[config.mk]
export PLATFORM = sky130hd
export DESIGN_NAME = mem2axi_egress
export DESIGN_NICKNAME = d
export VERILOG_FILES = /design/src/rtl/mem2axi_egress.sv
export SDC_FILE = /design/constraint.sdc
export NUM_CORES = 1
export LEC_CHECK = 0
export BUFFER_PORTS_ARGS = -buffer_cell sky130_fd_sc_hd__buf_2
export CORE_AREA = 2 2 258 260
export CTS_CLUSTER_DIAMETER = 200
export CTS_CLUSTER_SIZE = 16
export DETAILED_ROUTE_END_ITERATION = 10
export DIE_AREA = 0 0 260 262
export GPL_TIMING_DRIVEN = 0
export PLACE_DENSITY_LB_ADDON = 0.08
export SKIP_LAST_GASP = 1
export SLEW_MARGIN = 20
export SYNTH_ARGS = -nofsm -noshare
export SYNTH_HDL_FRONTEND = slang
export SYNTH_SLANG_ARGS = --single-unit
[constraint.sdc]
create_clock -name clk -period 3.9 [get_ports clk]
set_input_delay 0.585 -clock clk [delete_from_list [all_inputs] [get_ports clk]]
set_output_delay 0.585 -clock clk [all_outputs]
set_load 0.05 [all_outputs]
[src/rtl/mem2axi_egress.sv]
// mem2axi_egress: reassembles header + half-beat memory words into AXI4-Stream beats,
// flags framing errors and counts delivered packets.
module mem2axi_egress #(
  parameter int DATA_W = 256,
  parameter int USER_W = 128,
  parameter int MEM_W  = 202,
  parameter int CNT_W  = 32
) (
  input  logic                clk,
  input  logic                reset,
  input  logic [MEM_W-1:0]    din,
  input  logic                din_valid,
  output logic                din_ready,
  output logic [DATA_W-1:0]   m_axis_tdata,
  output logic [DATA_W/8-1:0] m_axis_tstrb,
  output logic [USER_W-1:0]   m_axis_tuser,
  output logic                m_axis_tvalid,
  output logic                m_axis_tlast,
  input  logic                m_axis_tready,
  output logic [CNT_W-1:0]    pkt_count,
  output logic                framing_err
);
  localparam int HALF_W  = DATA_W/2;
  localparam int HSTRB_W = DATA_W/16;
  typedef enum logic [1:0] {IDLE, LOW, HIGH} state_t;
  state_t state, state_nx;
  logic free, pop, load, short_pkt, hdr_load, stage, err_set;
  logic eop, sop, half;
  logic [HALF_W-1:0] d, stg_data;
  logic [HSTRB_W-1:0] s, stg_strb;
  logic unused;
  assign eop    = din[MEM_W-1];
  assign sop    = din[MEM_W-2];
  assign half   = din[MEM_W-3];
  assign d      = din[HALF_W-1:0];
  assign s      = din[HALF_W+HSTRB_W-1:HALF_W];
  assign unused = ^din[MEM_W-4:HALF_W+HSTRB_W];
  assign free   = ~m_axis_tvalid | m_axis_tready;
  always_ff @(posedge clk)
    state <= reset ? IDLE : state_nx;
  always_comb begin
    state_nx = state;
    if (pop)
      case (state)
        IDLE:    state_nx = sop ? LOW : IDLE;
        LOW:     state_nx = eop ? IDLE : HIGH;
        default: state_nx = eop ? IDLE : LOW;
      endcase
  end
  // A non-final low half only goes to staging, so it may be popped while the output is blocked.
  always_comb begin
    din_ready = ~reset & (((state == LOW) & ~eop) | free);
    pop       = din_valid & din_ready;
    short_pkt = (state == LOW) & eop;
    hdr_load  = pop & (state == IDLE) & sop;
    stage     = pop & (state == LOW) & ~eop;
    load      = pop & ((state == HIGH) | short_pkt);
    err_set   = pop & ((state == IDLE) ? ~sop : (sop | (half != (state == HIGH)) | short_pkt));
  end
  always_ff @(posedge clk) begin
    if (reset) begin
      m_axis_tdata  <= '0;
      m_axis_tstrb  <= '0;
      m_axis_tuser  <= '0;
      m_axis_tvalid <= 1'b0;
      m_axis_tlast  <= 1'b0;
      stg_data      <= '0;
      stg_strb      <= '0;
      pkt_count     <= '0;
      framing_err   <= 1'b0;
    end else begin
      if (hdr_load) m_axis_tuser <= din[USER_W-1:0];
      if (stage) begin
        stg_data <= d;
        stg_strb <= s;
      end
      if (load) begin
        m_axis_tvalid <= 1'b1;
        m_axis_tdata  <= short_pkt ? {{HALF_W{1'b0}}, d} : {d, stg_data};
        m_axis_tstrb  <= short_pkt ? {{HSTRB_W{1'b0}}, s} : {s, stg_strb};
        m_axis_tlast  <= eop;
      end else if (m_axis_tready) m_axis_tvalid <= 1'b0;
      if (m_axis_tvalid & m_axis_tready & m_axis_tlast) pkt_count <= pkt_count + CNT_W'(1);
      if (err_set) framing_err <= 1'b1;
    end
  end
endmodule

### Word level (Yosys, flattened, before mapping)

Cells that the tools add are included.

* register bits after elaboration: 597
* bits in latches: 0
* RAM bits: 0
* bits in read-only memories: 0
* output and inout bits: 452
* memories: 0

* $add $sub $neg: 1
* multiply operators: 0
* divide/modulo/power cells: 0
* order comparisons: 0
* eq/ne operators: 3
* shift operators: 0
* multiplexer cells: 9
* bitwise gates (word level): 21
* reduce and logical (&&, ||, !) cells: 2

Operators with widths (number)
* $mux W256: 1
* $add A32 B1 Y32 const B: 1
* $mux W32: 1
* $and A1 B1 Y1: 12
* $mux W1: 5
* $or A1 B1 Y1: 5
* $not A1 Y1: 4
* $pmux W2 S2: 1
* $eq A2 B1 Y1 const B: 1
* $eq A2 B2 Y1 const B: 1
* $logic_not A2 Y1: 1
* $mux W2: 1
* $reduce_bool A2 Y1: 1
* $ne A1 B1 Y1: 1

### Logic depth before layout (Yosys ltp)

Gate-level depths: netlist of run 1.

* depth after elaboration: 7
* depth in mapped cells: 9

### Worst setup path before layout of run 1

Ideal clock, no wire load.

* kind: in2out
* start point: in reset
* end point: out din_ready
* data arrival time: 2.088 ns
* slack: 1.227 ns
* stages: 5
* buffers on the path: 4
* cells stage by stage: buf_2 clkbuf_1 clkbuf_1 clkbuf_1 a21oi_1

* cells in the longest elaborated chain, start to end: 2

RTL lines
* start, declared: line 10 `input logic reset,`
* $not A1 Y1: line 52 `din_ready = ~reset & (((state == LOW) & ~eop) | free);`
* $and A1 B1 Y1: line 52
* end, declared: line 13 `output logic din_ready,`

No other way between the ends.

### Worst setup path after layout of run 1

Same ends and word-level chain as after synthesis.

==> metrics.cfg, run 1 <==
[run_status]
status=finished clean

[worst_setup_path]
crit_fanout=10
worst-r2r-cell-count=7
critPathRequiredTime_ns=3.31
setup.worst_path.end_class=output port
worstPathArrival_ns=2.84
r2r_setup_slack_ns=0.93
r2r-start=state[1]
r2r_end=m_axis_tdata[105]
worst-setup-path-type=in -> out
start_kind=input port

[timing]
setup_viol=0
grt_setup_unrepaired=no
worst_slew_pin_slew_ns=1.13
maxSlewViolCount=0
finalHoldViolations=0
slew_headroom_pct=24.4
fin_skew_ns=0.0300
clock.fmax_ghz=0.292
layout_setup_ws_ns=0.473
setup_tns_ns=0
period_needed_ns=3.43
fin_crit_sh_pct=87.9

[cells_and_area]
finalInstanceArea_mm2=0.0288
final_core_util_pct=44.2
nFillCells=6713
nets=3746
synthToLayoutAreaGrowth_pct=22.4
drive_above_1_share_pct=22.3

[detailed_routing]
route.final.wire_length_mm=97.2
wire_per_inst_um=22.1
drt_iter0_drc=1499
vias=23812
ant_nets=0
drc=0
vias_per_cell=5.40
firstDrtPassIters=5

[grt]
grt_max_degree=17
overflow=0
grt_first_pass_wirelength_mm=141
grt_pass1_vias=22392
grt.total_usage_pct=27.2
grt_antenna_before_repair=8

[power_and_ir_drop]
p_leak_nw=10.6
pwr-share-clk_pct=35.9
p_seq_share_pct=52.7
max-vdd-ir-drop_mv=0.290
combinationalPowerShare_pct=11.4
power_mw=11.9
p_int_mw=8.53
switching_power_mw=3.32
power_density_mw_per_mm2=411
switching_share_pct=28.0

[synth]
yosysWarnings=0
synth_cells=2892
syn-num-nets=3099
ys_types=45
synth.ff_latch_count=597
synth_ff_type=dfxtp_1
yosysMostFrequentCell=nand2_1
ys_seq_area_share_pct=50.7
syn_area_mm2=0.0236
synth_top_area_share_pct=50.7
synth_largest_area_cell=dfxtp_1
synth_area_leaders=dfxtp_1 (51%), nand2_1 (13%), a21oi_1 (12%)
ys_async_sr_fraction_pct=0
syn_area_per_cell_um2=8.15
synthTopCellsByCount=nand2_1 (846), dfxtp_1 (597), a21oi_1 (586)
synth-edff-count=0

[clocking]
clk_latency_ns=0.60
clockBufferDepth=3
cts.clk_slew.worst_paths_ns=0.07
cts_tree=done
cts_buffers=43
cts_root_buf=clkbuf_16
cts_setup_buffers=0
cts_max_level=2
clock_sinks=597
holdBufCountCts=0
cts_resized=0

[place]
dp_worst_setup_slack_ns=0.356
port_buffers=601
gp_congestion=0.876
dpl.hpwl_mm=73.4
place_area_mm2=0.0277

[floorplan]
die-width_um=260
die_area_mm2=0.0681
pin_count=658
coreArea_mm2=0.0653
die_h_um=262
rows=94
start_util_pct=36.1

[worst_hold_path]
hold_path_end=stg_strb[14]
min_from=din[142]
min_delay_path_depth=3
hold_path_class=in -> reg

[run]
max_cap_violations=0

-- critical path: stages --
cell      delay [ns]
buf_2           0.15
clkbuf_1        0.54
clkbuf_1        0.72
clkbuf_1        0.50
a21oi_1         0.07
buf_2           0.26
-- power groups by stage --
stage | registers [mW] | logic (mW) | clock network, mW
2_1_floorplan | 6.67 | 0.503 | 0
6_report | 6.24 | 1.35 | 4.26
3_3_place_gp | 6.38 | 1.34 | 0
5_1_grt | 6.26 | 1.44 | 4.55
4_1_cts | 6.24 | 1.35 | 4.34
3_5_place_dp | 6.39 | 1.35 | 0
-- kinds of logic after synthesis --
logic type                 after synthesis  share of synthesized area, %
buffers and inverters                  300                          5.58
DFF                                    597                          50.7
and+or+nand+nor                       1077                          19.6
AOI/OAI and AO/OA                      905                          23.5
adders and majority gates                1                        0.0531
muxes                                    2                        0.0956
xor gates and xnor gates                10                         0.372
-- placed cells by master, fill, tap and decap left out, types with 4 or more instances in the layout --
master     netlist  layout
clkbuf_16        0      45
or3_1            7       7
nand2_1        846     846
buf_1           10      10
buf_2           33     634
a311oi_1        79      79
a21oi_1        586     586
xor2_1           7       7
o21ai_0        154     154
clkbuf_1       221     216
dfxtp_1        597     597
buf_4           23      23
or4_1           15      15
nand4_1        153     153
clkbuf_2         0       5
o31ai_1         13      13
buf_6            8       8
nand3_1         16      16
a311oi_2        65      65
inv_1            4       4
and3_1           6       6
and4_1           5       5
nor2_1          12      12
-- layer usage --
metal	global-route usage, %	up-vias	routed length [um]
li1	-	11368	-
met1	34.9	11476	41100
met2	45.3	793	45700
met3	6.52	159	7340
met4	8.05	16	2950
met5	0	-	99
-- cell type report --
class / count / area, um2 / share of cell area, %
plain buffers: 295 / 1300 / 4.51
multi-input cells: 1995 / 10300 / 35.7
well taps: 864 / 1080 / 3.75
repair buffers: 602 / 3040 / 10.5
flip-flops and latches: 597 / 12000 / 41.5
clock buffers: 45 / 1130 / 3.91
inverters: 5 / 18.8 / 0.0651
diodes: 2 / 5.00 / 0.0174
clock inverters: 1 / 16.3 / 0.0564
-- through the flow --
step	hold WS, ns	instances
finish	0.250	4406
detailed placement	0.443	4358
CTS	0.221	4404
global route	0.238	4404
floorplan	0.437	2892
global placement	0.438	4357
-- worst max path at each step --
stage | start | to | slack [ns] | cells past startpoint
3_5_place_dp | reset | din_ready | 0.36 | 6
4_1_cts | reset | din_ready | 0.35 | 6
5_1_grt | reset | din_ready | 0.21 | 6
3_3_place_gp | reset | din_ready | 0.40 | 6
2_1_floorplan | reset | din_ready | 1.23 | 5
6_report | reset | din_ready | 0.47 | 6
-- registers in the layout, summed over array words and instances, names as in the netlist --
name,count
m_axis_tlast,1
m_axis_tstrb,32
pkt_count,32
stg_data,128
framing_err,1
m_axis_tdata,256
m_axis_tvalid,1
stg_strb,16
m_axis_tuser,128
state,2
Note: power is estimated with default switching activity, not from simulation.
==> inputs of run 2 (changes only) <==
- clock period: 3.9 -> 3.4 ns (I/O delays scaled with it)
==> run 2 against run 1 <==
- global-route usage is the same
- sequential share of layout area is essentially flat
- non-clock buffer count unchanged
- worst hold slack worse by 0.075 ns
- clock-buffer cell count is the same
- critical endpoint unchanged
==> metrics.cfg, run 2 (synthesis gave the netlist of run 1 again) <==
[run_status]
status=finished clean  ; unchanged

[floorplan]
pin_count=658  ; unchanged
rows=94  ; unchanged
die_h_um=262  ; unchanged
start_util_pct=36.1  ; unchanged
coreArea_mm2=0.0653  ; unchanged
die_area_mm2=0.0681  ; unchanged
die-width_um=260  ; unchanged

[clocking]
cts_buffers=43  ; unchanged
cts_root_buf=clkbuf_16  ; unchanged
cts.clk_slew.worst_paths_ns=0.07  ; about the same
holdBufCountCts=0  ; unchanged
clock_sinks=597  ; unchanged
clockBufferDepth=3  ; unchanged
cts_max_level=2  ; unchanged
cts_tree=done  ; unchanged
clk_latency_ns=0.60  ; about the same

[timing]
setup_tns_ns=0  ; unchanged
clock.fmax_ghz=0.331
finalHoldViolations=0  ; unchanged
worst_slew_pin_slew_ns=1.13  ; about the same
grt_setup_unrepaired=no  ; unchanged
setup_viol=0  ; unchanged
period_needed_ns=3.02
fin_crit_sh_pct=88.8
slew_headroom_pct=24.4  ; about the same
layout_setup_ws_ns=0.382  ; was 0.473 ns
fin_skew_ns=0.0301  ; was 0.0300 ns
maxSlewViolCount=0  ; unchanged

[cells_and_area]
final_core_util_pct=44.2  ; about the same
nets=3746  ; unchanged
multi_input_area_mm2=0.0103  ; unchanged
drive_above_1_share_pct=22.3  ; about the same
finalInstanceArea_mm2=0.0288  ; about the same
layout_common_cells=nand2_1 (846), buf_2 (634), dfxtp_1 (597), a21oi_1 (586), clkbuf_1 (215)  ; was nand2_1 (846), buf_2 (634), dfxtp_1 (597), a21oi_1 (586), clkbuf_1 (216)
largest_register_ffs=256  ; unchanged
layout_commonest_cell=nand2_1  ; unchanged
nFillCells=6712  ; was 6713
reg_top3=m_axis_tdata (256), m_axis_tuser (128), stg_data (128)  ; unchanged
seq_area_mm2=0.0120  ; unchanged
regMostFlops=m_axis_tdata  ; unchanged
synthToLayoutAreaGrowth_pct=22.4  ; about the same

[worst_setup_path]
crit_fanout=10  ; unchanged
worstPathArrival_ns=2.51  ; was 2.84 ns
critPathRequiredTime_ns=2.89  ; was 3.31 ns
start_kind=input port  ; unchanged
worst-setup-path-type=in -> out  ; unchanged
setup.worst_path.end_class=output port  ; unchanged

[grt]
grt_pass1_vias=22392  ; unchanged
grt_antenna_before_repair=8  ; unchanged
grt_max_degree=17  ; unchanged
grt_first_pass_wirelength_mm=141  ; unchanged
overflow=0  ; unchanged
grt.total_usage_pct=27.2  ; unchanged

[place]
dp_worst_setup_slack_ns=0.00581  ; was 0.356 ns
place_area_mm2=0.0277  ; unchanged
port_buffers=601  ; unchanged
gp_congestion=0.876  ; unchanged
dpl.hpwl_mm=73.4  ; unchanged

[detailed_routing]
drt_iter0_drc=1499  ; unchanged
route.final.wire_length_mm=97.2  ; about the same
ant_nets=0  ; unchanged
vias_per_cell=5.40  ; about the same
firstDrtPassIters=5  ; unchanged
vias=23808  ; was 23812
drc=0  ; unchanged
wire_per_inst_um=22.1  ; about the same

[power_and_ir_drop]
p_leak_nw=10.6  ; about the same
max-vdd-ir-drop_mv=0.333  ; was 0.290 mV
power_density_mw_per_mm2=472  ; was 411 mW/mm2
power_mw=13.6  ; was 11.9 mW

[worst_hold_path]
hold_path_class=in -> reg  ; unchanged

[run]
max_cap_violations=0  ; unchanged

[run 2: cell types whose count changed in the layout (fill, tap and decap cells not counted)]
cell      previous run  this run
clkbuf_2             5         6
clkbuf_1           216       215
[run 2: path summary, 6_finish.rpt]
check / depth (start not counted) / startpoint / end / slack, ns
worst max-delay path: 6 / reset / din_ready / 0.38
worst min-delay path: 3 / din[142] / stg_strb[14] / 0.17
worst max register to register: 7 / state[1] / m_axis_tdata[105] / 0.44
worst min register to register: 2 / m_axis_tuser[63] / m_axis_tuser[63] / 0.45
[run 2: per-layer routing]
metal	track usage (%)	wire (um)	up-vias
met2	45.3	45800	786
li1	-	-	11368
met5	0	99	-
met1	34.9	41100	11481
met4	8.05	2920	16
met3	6.52	7330	157
[run 2: final cells by class]
cell class	instances	share of cell area, %
diodes	2	0.0174
plain buffers	295	4.52
clock buffers	45	3.91
clock inverters	1	0.0564
inverters	5	0.0651
multi-input cells	1995	35.7
flip-flops and latches	597	41.5
well taps	864	3.75
repair buffers	602	10.5
[run 2: worst max-delay path: stages]
cell	delay [ns]
buf_2	0.15
clkbuf_1	0.54
clkbuf_2	0.48
clkbuf_1	0.48
a21oi_1	0.07
buf_2	0.26
[run 2: repair_timing]
| item | CTS | global route |
|---|---|---|
| setup buffers | 0 | 0 |
| setup endpoints to repair | 0 | 1 |
| hold endpoints to repair | 0 | 0 |
| resized for setup | 0 | 3 |
[run 2: stage by stage]
step	hold slack [ns]	cells
3_3_place_gp	0.438	4357
6_report	0.175	4406
5_1_grt	0.163	4404
2_1_floorplan	0.437	2892
4_1_cts	0.146	4404
3_5_place_dp	0.443	4358
[run 2: where the power goes]
part	total (mW)	internal [mW]	switching, mW
Combinational	1.55	0.337	1.21
Sequential	7.16	7.10	0.0609
Clock	4.88	2.34	2.54
